===== config.mk =====
export PLATFORM = sky130hd
export DESIGN_NAME = io_unit
export DESIGN_NICKNAME = d
export VERILOG_FILES = /design/src/rtl/io_unit.sv
export SDC_FILE = /design/constraint.sdc
export NUM_CORES = 1
export LEC_CHECK = 0
export CORE_MARGIN = 8
export CORE_UTILIZATION = 31
export CTS_BUF_LIST = sky130_fd_sc_hd__clkbuf_8 sky130_fd_sc_hd__clkbuf_16
export DETAILED_ROUTE_END_ITERATION = 10
export GPL_TIMING_DRIVEN = 1
export SETUP_SLACK_MARGIN = 0.15
export SKIP_CTS_REPAIR_TIMING = 1
export SLEW_MARGIN = 10
export SYNTH_ARGS = -nofsm -noshare
export SYNTH_HDL_FRONTEND = slang
export SYNTH_SLANG_ARGS = --single-unit

===== constraint.sdc =====
create_clock -name clk -period 3 [get_ports clk]
set_input_delay 0.6 -clock clk [delete_from_list [all_inputs] [get_ports clk]]
set_output_delay 0.6 -clock clk [all_outputs]
set_load 0.01 [all_outputs]

===== src/rtl/io_unit.sv =====
// io_unit: memory-mapped IO block behind the CPU data-memory port.
//
// Decodes loads/stores with dataAddr[15]=1 (register index dataAddr[6:2]),
// holds the sort-benchmark control state, lamp/LED registers and the OLED
// refresh handshake, debounces the front-panel switches and builds the
// 32-bit digit word for the dynamic display.
//
// Ports:
//   clk, rst        - clock, synchronous active-high reset
//   dataAddr        - CPU data address (IO when bit 15 set)
//   dataWrEnable    - CPU store strobe
//   dataWrData      - CPU store data
//   ioRdData        - combinational read data for dataAddr
//   sortStartSw,
//   ceSw, cpSw, chSw- raw asynchronous switch inputs
//   oledReady       - OLED controller idle
//   oledUpdate      - one-cycle OLED refresh request
//   lamp            - lamp register
//   ledOut          - four 8-bit digit fields for the dynamic display
//   sortRunning     - high while the sort FSM is RUNNING
module io_unit #(
    parameter logic [27:0] DEBOUNCE_COUNT = 28'h3000,
    parameter int unsigned CYCLE_WIDTH    = 32
) (
    input  logic        clk,
    input  logic        rst,
    input  logic [15:0] dataAddr,
    input  logic        dataWrEnable,
    input  logic [31:0] dataWrData,
    output logic [31:0] ioRdData,
    input  logic        sortStartSw,
    input  logic        ceSw,
    input  logic        cpSw,
    input  logic        chSw,
    input  logic        oledReady,
    output logic        oledUpdate,
    output logic [7:0]  lamp,
    output logic [31:0] ledOut,
    output logic        sortRunning
);

    localparam logic [1:0] IDLE     = 2'd0;
    localparam logic [1:0] RUNNING  = 2'd1;
    localparam logic [1:0] FINISHED = 2'd2;

    logic                   io_sel;
    logic [4:0]             reg_idx;
    logic                   wr;
    logic [3:0]             sw_raw;
    logic [3:0]             sync1;
    logic [3:0]             sync2;
    logic [3:0]             deb;
    logic                   start_prev;
    logic                   start_edge;
    logic                   finish_req;
    logic [1:0]             state;
    logic [CYCLE_WIDTH-1:0] cycle_count;
    logic [CYCLE_WIDTH-1:0] sort_count;
    logic                   led_ctrl;
    logic [31:0]            led_user;
    logic [31:0]            cycle_ext;
    logic [31:0]            sort_ext;
    logic                   unused_addr;

    assign io_sel      = dataAddr[15];
    assign reg_idx     = dataAddr[6:2];
    assign wr          = dataWrEnable & io_sel;
    assign sw_raw      = {chSw, cpSw, ceSw, sortStartSw};
    assign start_edge  = deb[0] & ~start_prev;
    assign finish_req  = wr && (reg_idx == 5'h00) && dataWrData[0];
    assign sortRunning = (state == RUNNING);
    assign unused_addr = ^{dataAddr[14:7], dataAddr[1:0]};

    // Two-flop synchronizers for all four switches.
    always_ff @(posedge clk) begin
        if (rst) begin
            sync1 <= '0;
            sync2 <= '0;
        end else begin
            sync1 <= sw_raw;
            sync2 <= sync1;
        end
    end

    // Level follows the synchronized input only after DEBOUNCE_COUNT
    // consecutive disagreeing samples; the flip happens on the edge that
    // would bring the count to DEBOUNCE_COUNT.
    for (genvar g = 0; g < 4; g++) begin : g_deb
        logic        level;
        logic [27:0] cnt;
        always_ff @(posedge clk) begin
            if (rst) begin
                level <= 1'b0;
                cnt   <= '0;
            end else if (sync2[g] == level) begin
                cnt <= '0;
            end else if (cnt == DEBOUNCE_COUNT - 28'd1) begin
                level <= sync2[g];
                cnt   <= '0;
            end else begin
                cnt <= cnt + 28'd1;
            end
        end
        assign deb[g] = level;
    end

    // Sort FSM and cycle counter.
    always_ff @(posedge clk) begin
        if (rst) begin
            state       <= IDLE;
            cycle_count <= '0;
            start_prev  <= 1'b0;
        end else begin
            start_prev <= deb[0];
            case (state)
                IDLE: begin
                    if (start_edge) begin
                        state       <= RUNNING;
                        cycle_count <= '0;
                    end
                end
                RUNNING: begin
                    if (finish_req) begin
                        state <= FINISHED;
                    end else if (cycle_count != '1) begin
                        cycle_count <= cycle_count + CYCLE_WIDTH'(1);
                    end
                end
                FINISHED: begin
                    if (start_edge) begin
                        state       <= RUNNING;
                        cycle_count <= '0;
                    end
                end
                default: state <= IDLE;
            endcase
        end
    end

    // Writable registers, OLED pulse and registered display word.
    always_ff @(posedge clk) begin
        if (rst) begin
            sort_count <= '0;
            lamp       <= '0;
            led_ctrl   <= 1'b0;
            led_user   <= '0;
            oledUpdate <= 1'b0;
            ledOut     <= '0;
        end else begin
            oledUpdate <= wr && (reg_idx == 5'h09) && oledReady;
            ledOut     <= led_ctrl ? led_user : {cycle_count[15:0], sort_count[15:0]};
            if (wr) begin
                case (reg_idx)
                    5'h01:   sort_count <= dataWrData[CYCLE_WIDTH-1:0];
                    5'h02:   lamp       <= dataWrData[7:0];
                    5'h03:   led_ctrl   <= dataWrData[0];
                    5'h04:   led_user   <= dataWrData;
                    default: ;
                endcase
            end
        end
    end

    always_comb begin
        cycle_ext                  = '0;
        cycle_ext[CYCLE_WIDTH-1:0] = cycle_count;
        sort_ext                   = '0;
        sort_ext[CYCLE_WIDTH-1:0]  = sort_count;
    end

    always_comb begin
        ioRdData = '0;
        if (io_sel) begin
            case (reg_idx)
                5'h00:   ioRdData = {31'b0, state == FINISHED};
                5'h01:   ioRdData = sort_ext;
                5'h02:   ioRdData = {24'b0, lamp};
                5'h03:   ioRdData = {31'b0, led_ctrl};
                5'h04:   ioRdData = led_user;
                5'h08:   ioRdData = {31'b0, oledReady};
                5'h10:   ioRdData = {31'b0, state == RUNNING};
                5'h11:   ioRdData = {31'b0, deb[1]};
                5'h12:   ioRdData = {31'b0, deb[2]};
                5'h13:   ioRdData = {31'b0, deb[3]};
                5'h14:   ioRdData = cycle_ext;
                default: ioRdData = '0;
            endcase
        end
    end

endmodule


# ---- Yosys cells after proc, flatten, opt, wreduce, memory -nomap -nowiden
# Index checks and enable logic that the tools add are counted.
dict set report op_classes {
  n_mux 10
  bitwise 7
  eq_ne 26
  n_reduce_logical 22
  addsub 5
}
# op n
set ops {}
lappend ops {{$pmux 32 s11} 1}
lappend ops {{$mux 32} 5}
lappend ops {{$add 28x1->28 const B} 4}
lappend ops {{$eq 28x14->1 const B} 4}
lappend ops {{$pmux 32 s2} 1}
lappend ops {{$add 32x1->32 const B} 1}
lappend ops {{$ne 32x32->1 const B} 1}
lappend ops {{$eq 5x5->1 const B} 5}
lappend ops {{$reduce_and 2->1} 9}
lappend ops {{$reduce_or 3->1} 4}
lappend ops {{$eq 5x2->1 const B} 2}
lappend ops {{$eq 5x4->1 const B} 2}
lappend ops {{$ne 2x1->1 const B} 3}
lappend ops {{$eq 5x1->1 const B} 1}
lappend ops {{$eq 5x3->1 const B} 1}
lappend ops {{$logic_not 5->1} 1}
lappend ops {{$not 1->1} 5}
lappend ops {{$eq 1x1->1} 4}
lappend ops {{$logic_and 1x1->1} 4}
lappend ops {{$mux 2} 2}
lappend ops {{$pmux 2 s2} 1}
lappend ops {{$reduce_and 4->1} 1}
lappend ops {{$and 1x1->1} 2}
lappend ops {{$eq 2x1->1 const B} 1}
lappend ops {{5 further kinds} 5}
dict set report word_totals {
  output_inout_bits 74
  elab_cells 89
  regBits 265
}

# ---- Depth between registers and ports, before layout
dict set report logic_depth {
  word_depth 5
  depth_mapped 8
  mapped_depth_nobuf 6
}

# ---- Worst setup path after synthesis
# Ideal clock, no wire load.
dict set report synth_path {
  path_type {input-to-output}
  from {input dataAddr[6]}
  to {output ioRdData[2]}
  arrival_time_ns 1.875
  slack_ns 0.525
  required_time_ns 2.400
  cell_stages 5
  n_path_buf 2
  path_cell_list {buf_1 buf_1 mux2_2 a22oi_1 a21oi_1}
}
dict set report synth_via {
  elab_chain_len 3
  word_cells_on_any_way 13
  cone_classes {eq/ne (10); mux (2); reduce/logical (1)}
}
# item line_no
set synth_rtl {}
lappend synth_rtl {{from (decl)} 27} ;# input logic [15:0] dataAddr,
lappend synth_rtl {{$eq 5x5->1, or another cell as far along} 174} ;# case (reg_idx)
lappend synth_rtl {{$pmux 32 s11 *} 174}
lappend synth_rtl {{$mux 32 *} 173} ;# if (io_sel) begin
lappend synth_rtl {{to (decl)} 30} ;# output logic [31:0] ioRdData,
# Every way passes the cells marked *; elsewhere a longest branch is shown, timed or not.

# ---- Final worst setup path
dict set report layout_path {
  from {input dataAddr[3]}
  to {output ioRdData[28]}
}
# The elaborated chain is that of the path after synthesis.

==> reports/metrics.yaml <==
detailed_routing:
  wire_per_inst_um: 16.2
  vias_per_cell: 4.99
  drt_first_pass_iters: 7
  first_iter_violations: 652
  drc: 0
  vias: 10500
  drtAntennaViolNets: 0
  wirelength_um: 34000
min_path:
  min-delay-start: "rst"
  whs_path_depth: 2
  worst_hold_path_type: "primary input to flop"
  holdPathEnd: "g_deb[2].level"
critical_path:
  crit_path_cell_trace: "clkdlybuf4s50_1 -> buf_6 -> nor4b_4 -> buf_4 -> buf_12 -> buf_12 -> a22oi_1 -> nor2_1 -> dlymetal6s2s_1"
  r2r_cells: 5
  worstSetupStartpointType: "primary input"
  slowest_delay_ps: 410
  crit_fanout: 8
  arrival_ps: 2180
  critPathSlowestCell: "clkdlybuf4s50_1"
  r2r-start: "cycle_count[8]"
  crit_type: "primary input to output pin"
  path_common_cell: "buf_12"
  critPathRequiredTime_ps: 2400
  crit_start: "dataAddr[3]"
  r2r_slack_ps: 620
  worstReg2RegEnd: "cycle_count[24]"
  path_buf_inv: 6
  cp_top_family: "buffers and inverters"
  cp-end-kind: "output pin"
sta:
  setup_viol: 0
  period_needed_ps: 2780
  drv_slew: 0
  max_slew_margin_pct: 53.7
  hold_viol: 0
  post-route-period-util_pct: 92.7
  finClkSkew_ps: 13.8
  fin_tns_setup_ps: 0
  worst_pin_slew_ps: 688
  fmax_mhz: 360
  rsz0062_at_grt: "yes"
  finalHoldWorstSlack_ps: 431
clock_tree:
  clkTransAtPathRegs_ps: 60
  worstSkewPairLatency_ps: 550
  cts_sinks: 265
  cts-root-buf: "clkbuf_16"
  cts_tree: "built"
  clockBufferDepth: 3
  cts_made_buffers: 30
  htreeDepth: 1
logic_synthesis:
  synth_most_common_cell: "dfxtp_1"
  yosys-top-cells-count: "dfxtp_1 (265), nor2_1 (217), nand2_1 (205)"
  ys_ff_latch: 265
  syn-num-nets: 1497
  synth_cell_types: 60
  synth_area_um2: 12100
  synth.yosys.seq_area_share_pct: 43.9
  synth_edf_count: 0
  synth_ff_type: "dfxtp_1"
  syn_inst: 1436
  synthTopCellsByArea: "dfxtp_1 (44%), nor2_1 (6.7%), nand2_1 (6.4%)"
  yosys.area.top_type_share_pct: 43.9
  synth_largest_area_cell: "dfxtp_1"
  avgSynthCellArea_um2: 8.41
  async_flop_share_pct: 0
  yosysWarningCount: 0
global_route:
  grtUsageMet3_pct: 3.76
  grt_max_degree: 37
  antenna_found_initial: 3
  grt_pass1_vias: 10400
  grt_util_all_layers_pct: 14.4
  globalRouteMet1Util_pct: 18.0
  use_met2_pct: 24.6
  grt_pass1_wl_um: 55000
  grt.overflow.total: 0
  top_usage_layer: "met2"
placed_design:
  io_buffer_count: 119
  dpl.cell_count: 2040
  place_hpwl_um: 23600
  gp_congestion: 0.880
floorplan:
  die_area_um2: 45500
  rows: 72
  initial_core_util_pct: 31.3
  core_area_um2: 38600
  io-pin-count: 130
  die_w_um: 213
  die_h_um: 213
power:
  power.leakage_nw: 5.49
  peakVddDrop_uv: 444
  pwr_density_cell_nw_per_um2: 493
cells_and_area:
  syn2layout_area_growth_pct: 26.5
  drive_gt1_share_pct: 11.1
  fin_util_pct: 39.6
  nets: 1623
  final_cells: 2104
  num-fill-cells: 3980
status:
  status: "completed"
job:
  max_cap_viol_count: 0
-- cell usage in the layout (no fill, tap or decap), types with 4 or more instances in the layout --
| cell type | count |
|---|---|
| and4_1 | 17 |
| dlymetal6s2s_1 | 32 |
| buf_12 | 7 |
| nor4b_1 | 5 |
| nor4_1 | 30 |
| xor2_1 | 40 |
| nand3_1 | 58 |
| inv_1 | 22 |
| nor3_1 | 33 |
| nor2_1 | 216 |
| a21oi_1 | 97 |
| xnor2_1 | 65 |
| mux2i_1 | 45 |
| nand4_1 | 41 |
| buf_4 | 55 |
| clkbuf_16 | 33 |
| mux2_2 | 33 |
| ha_1 | 5 |
| or4_1 | 10 |
| and3_1 | 17 |
| dfxtp_1 | 264 |
| clkdlybuf4s50_1 | 82 |
| nand2b_1 | 6 |
| o21ai_0 | 11 |
| and2_1 | 7 |
| clkbuf_8 | 7 |
| or3_1 | 9 |
| clkinv_2 | 6 |
| a31oi_1 | 8 |
| a41oi_1 | 5 |
| a311oi_2 | 8 |
| nor2b_1 | 11 |
| a311oi_1 | 4 |
| a22oi_1 | 36 |
| nand2_1 | 205 |
-- state kept, by name, indices dropped and copies added, names as in the netlist --
register	count
ledOut	32
state	2
g_deb.level	4
oledUpdate	1
g_deb.cnt	112
sort_count	32
led_user	32
sync2	4
sync1	4
lamp	8
start_prev	1
led_ctrl	1
cycle_count	32
-- worst register-to-register path: cells and delay by family, from the launching register on --
kind	cells	cell delay [ps]
compound gates	3	790
simple gates	2	780
flops	1	710
-- area by class of cell --
class | count | area [um2] | share of cell area (%)
inverters | 16 | 60.1 | 0.393
well taps | 518 | 648 | 4.24
clock inverters | 17 | 158 | 1.03
repair buffers | 184 | 1870 | 12.2
diodes | 1 | 2.50 | 0.0164
clock buffers | 38 | 872 | 5.71
flip-flops and latches | 265 | 5310 | 34.7
multi-input cells | 1065 | 6360 | 41.6
-- metal layers --
layer	wire [um]	part of all wire, %	up-vias
li1	-	-	5253
met1	15000	44	4890
met2	16000	47	295
met3	2330	6.9	60
met4	667	2.0	4
met5	26	0.076	-
-- worst max path at each step --
stage / to / slack (ps) / cells after the start
3_3_place_gp: ioRdData[1] / -270 / 7
6_report: ioRdData[28] / 220 / 9
5_1_grt: ioRdData[28] / 90 / 9
2_1_floorplan: ioRdData[2] / 530 / 5
3_5_place_dp: ioRdData[6] / -300 / 7
4_1_cts: ioRdData[13] / -310 / 7
-- kinds of logic after synthesis --
logic type               share of synthesized area [%]
AND/OR/NAND/NOR                                   26.8
flip-flops                                        43.9
AO/OA/AOI/OAI                                     10.5
buffers and inverters                             3.65
XOR/XNOR                                          7.62
multiplexers                                      6.99
adder cells (fa/ha/maj)                          0.518
-- report_power, final --
group	switching, mW	internal, mW
sequential	0.00694	3.53
combinational	0.127	0.110
clock	1.47	2.29
-- metrics by stage --
step                      area, um2  setup slack (ps)  power (mW)
after floorplan               12100               525        3.71
after global placement        14100              -270        3.84
after detailed placement      14100              -299        3.84
after CTS                     15100              -312        7.60
after global routing          15300              92.1        7.79
final                         15300               220        7.53
No activity file was read; power rests on OpenSTA's default activity.
==> variant, RTL diff (same settings) <==
`CYCLE_WIDTH`: 32 -> 16.
--- a/src/rtl/io_unit.sv
+++ b/src/rtl/io_unit.sv
@@ -22,3 +22,3 @@
     parameter logic [27:0] DEBOUNCE_COUNT = 28'h3000,
-    parameter int unsigned CYCLE_WIDTH    = 32
+    parameter int unsigned CYCLE_WIDTH    = 16
 ) (
Behaviour: not the same (a bounded check fails within 4 cycles, from zero or initial values and one cycle with rst high).
==> variant against the unedited design <==
- via count shrank 20%
- final area down 13%
- cell count is 15% lower
- area after synthesis fell by 14%
- sequential cell count is 32 lower
- die area is 13% lower
- total power shrank 12%
- sequential share of layout area increased by 0.58 points
- worst setup slack improved by 0.081 ns
- clock skew is 0.0030 ns lower
- non-clock buffer count down 15
- wire length shrank 22%
- largest cell class unchanged
==> variant: results (changes against the unedited design) <==
| Metric | Value |
|---|---|
| RePlAce Congestion | `0.7969 (-9.4%)` |
| Total wire length | `26590 um (-22%)` |
| Final Skew | `0.01075 ns (-0.003048 ns)` |
| Total track usage | `13.10% (-1.3 points)` |
| Area contributors post-synth | `dfxtp_1, nor2_1, mux2i_1` |
| First-pass GRT wire length | `42950 um (-22%)` |
| Layout cells sized above 1 | `11.61% (+0.51 points)` |
| Sequential-to-total area share from yosys stat | `45.17% (+1.2 points)` |
| H-tree depth | `1 (unchanged)` |
| Worst hold path cell count | `1 (-1)` |
| Vias after detailed routing | `8426 (-20%)` |
| Synth top cells by count | `dfxtp_1, nor2_1, nand2_1` |
| Outcome | `finished clean` |
| Min-delay worst type | `flip-flop to flip-flop` |
| Cells on worst reg2reg path | `6 (+1)` |
| Top Registers | `g_deb.cnt x112, ledOut x32, led_user x32` |
| Primary FF master, synth | `dfxtp_1` |
| Root Driver | `clkbuf_16` |
| Lkg Pwr | `4.790 nW (-13%)` |
| Diode count | `0 (-1)` |
| Clock Path Buffers | `3 (unchanged)` |
| Vias in the first global route | `8208 (-21%)` |
| Worst-Skew Late Latency | `0.53 ns (-0.02 ns)` |
| Number of CTS-inserted buffers | `27 (-10%)` |
| Initial DRC Count | `440 (-33%)` |
| VDD IR max | `311.7 uV (-30%)` |
| Post-synth cell types | `57 (-5.0%)` |
| DP Wirelength | `18570 um (-21%)` |
| Syn nets | `1242 (-17%)` |
| CP max FO | `8 (unchanged)` |
| Data arrival, critical path | `2.10 ns (-0.08 ns)` |
| Fill cell count | `3357 (-16%)` |
| Int Power | `5.214 mW (-12%)` |
| Async SR Flop Fraction | `0% (unchanged)` |
| Final #Nets | `1377 (-15%)` |
| Relative max-transition margin | `52.06% (-1.7 points)` |
| Yosys warns | `0 (unchanged)` |
| Clk pin slew, worst setup/hold paths | `0.06 ns (about the same)` |
| Port-buffer cells | `119 (unchanged)` |
| Drt first pass iters | `5 (-2)` |
| Pin count of the biggest net entering global routing | `36 (-2.7%)` |
| Place WS | `-0.3721 ns (-0.07341 ns)` |
| Initial antenna violation count | `2 (-1)` |
## variant: changes by cell type in the layout (fill, tap and decap cells not counted), moves of 29 or more
cell     change
nand2_1     -66
a22oi_1     -36
xor2_1      +29
mux2_2      -32
dfxtp_1     -33
## variant: kinds of logic after synthesis
logic type | after synthesis | share of synthesized area (%)
simple gates | 589 | 28.79
compound gates | 109 | 6.203
flops | 233 | 45.17
xor+xnor | 107 | 9.074
mux | 66 | 6.409
buf+inv | 72 | 3.756
fa+ha+maj | 5 | 0.6058
## variant: cell type report
type / count / area (um2) / share of cell area, %
clock inverter: 13 / 123.9 / 0.9374
multi-input combinational: 876 / 5369 / 40.63
tap: 448 / 560.5 / 4.242
timing repair buffer: 169 / 1674 / 12.67
inverter: 9 / 33.78 / 0.2557
sequential: 233 / 4667 / 35.32
clock buffer: 35 / 785.8 / 5.946
## variant: path summary, 6_finish.rpt
path / start / slack, ns / to
max: dataAddr[3] / 0.30 / ioRdData[1]
min: sync1[3] / 0.44 / sync2[3]
max reg2reg: cycle_count[1] / 0.81 / cycle_count[0]
min reg2reg: sync1[3] / 0.44 / sync2[3]
## variant: worst max-delay path, stage by stage
cell	delay, ns
dlymetal6s2s_1	0.22
buf_4	0.21
and3b_2	0.26
buf_4	0.15
buf_12	0.14
a221oi_2	0.28
nor2_1	0.06
dlymetal6s2s_1	0.18
## variant: stage by stage
stage	hold slack (ns)	instance area [um2]	instances	power, mW	util [%]
after floorplan	0.4138	10330	1181	3.270	-
after global placement	0.4207	12160	1729	3.385	36.63
after detailed placement	0.4258	12160	1729	3.387	36.63
after CTS	0.4395	13070	1777	6.719	39.37
after global routing	0.4583	13210	1783	6.877	39.80
final	0.4378	13210	1783	6.635	39.80
## variant: routing by layer
| layer | GRT usage [%] | up-vias | routed length (um) |
|---|---|---|---|
| li1 | - | 4300 | - |
| met1 | 17.54 | 3883 | 12380 |
| met2 | 20.97 | 199 | 11810 |
| met3 | 3.197 | 42 | 1785 |
| met4 | 3.212 | 2 | 601 |
| met5 | 0 | - | 13 |
## variant: power by group through the flow
stage / sequential, mW / clock, mW / combinational (mW)
after floorplan: 3.18 / 0 / 0.0921
after global placement: 3.18 / 0 / 0.206
after CTS: 3.11 / 3.40 / 0.209
after global routing: 3.11 / 3.53 / 0.232
final: 3.11 / 3.31 / 0.216
after detailed placement: 3.18 / 0 / 0.207
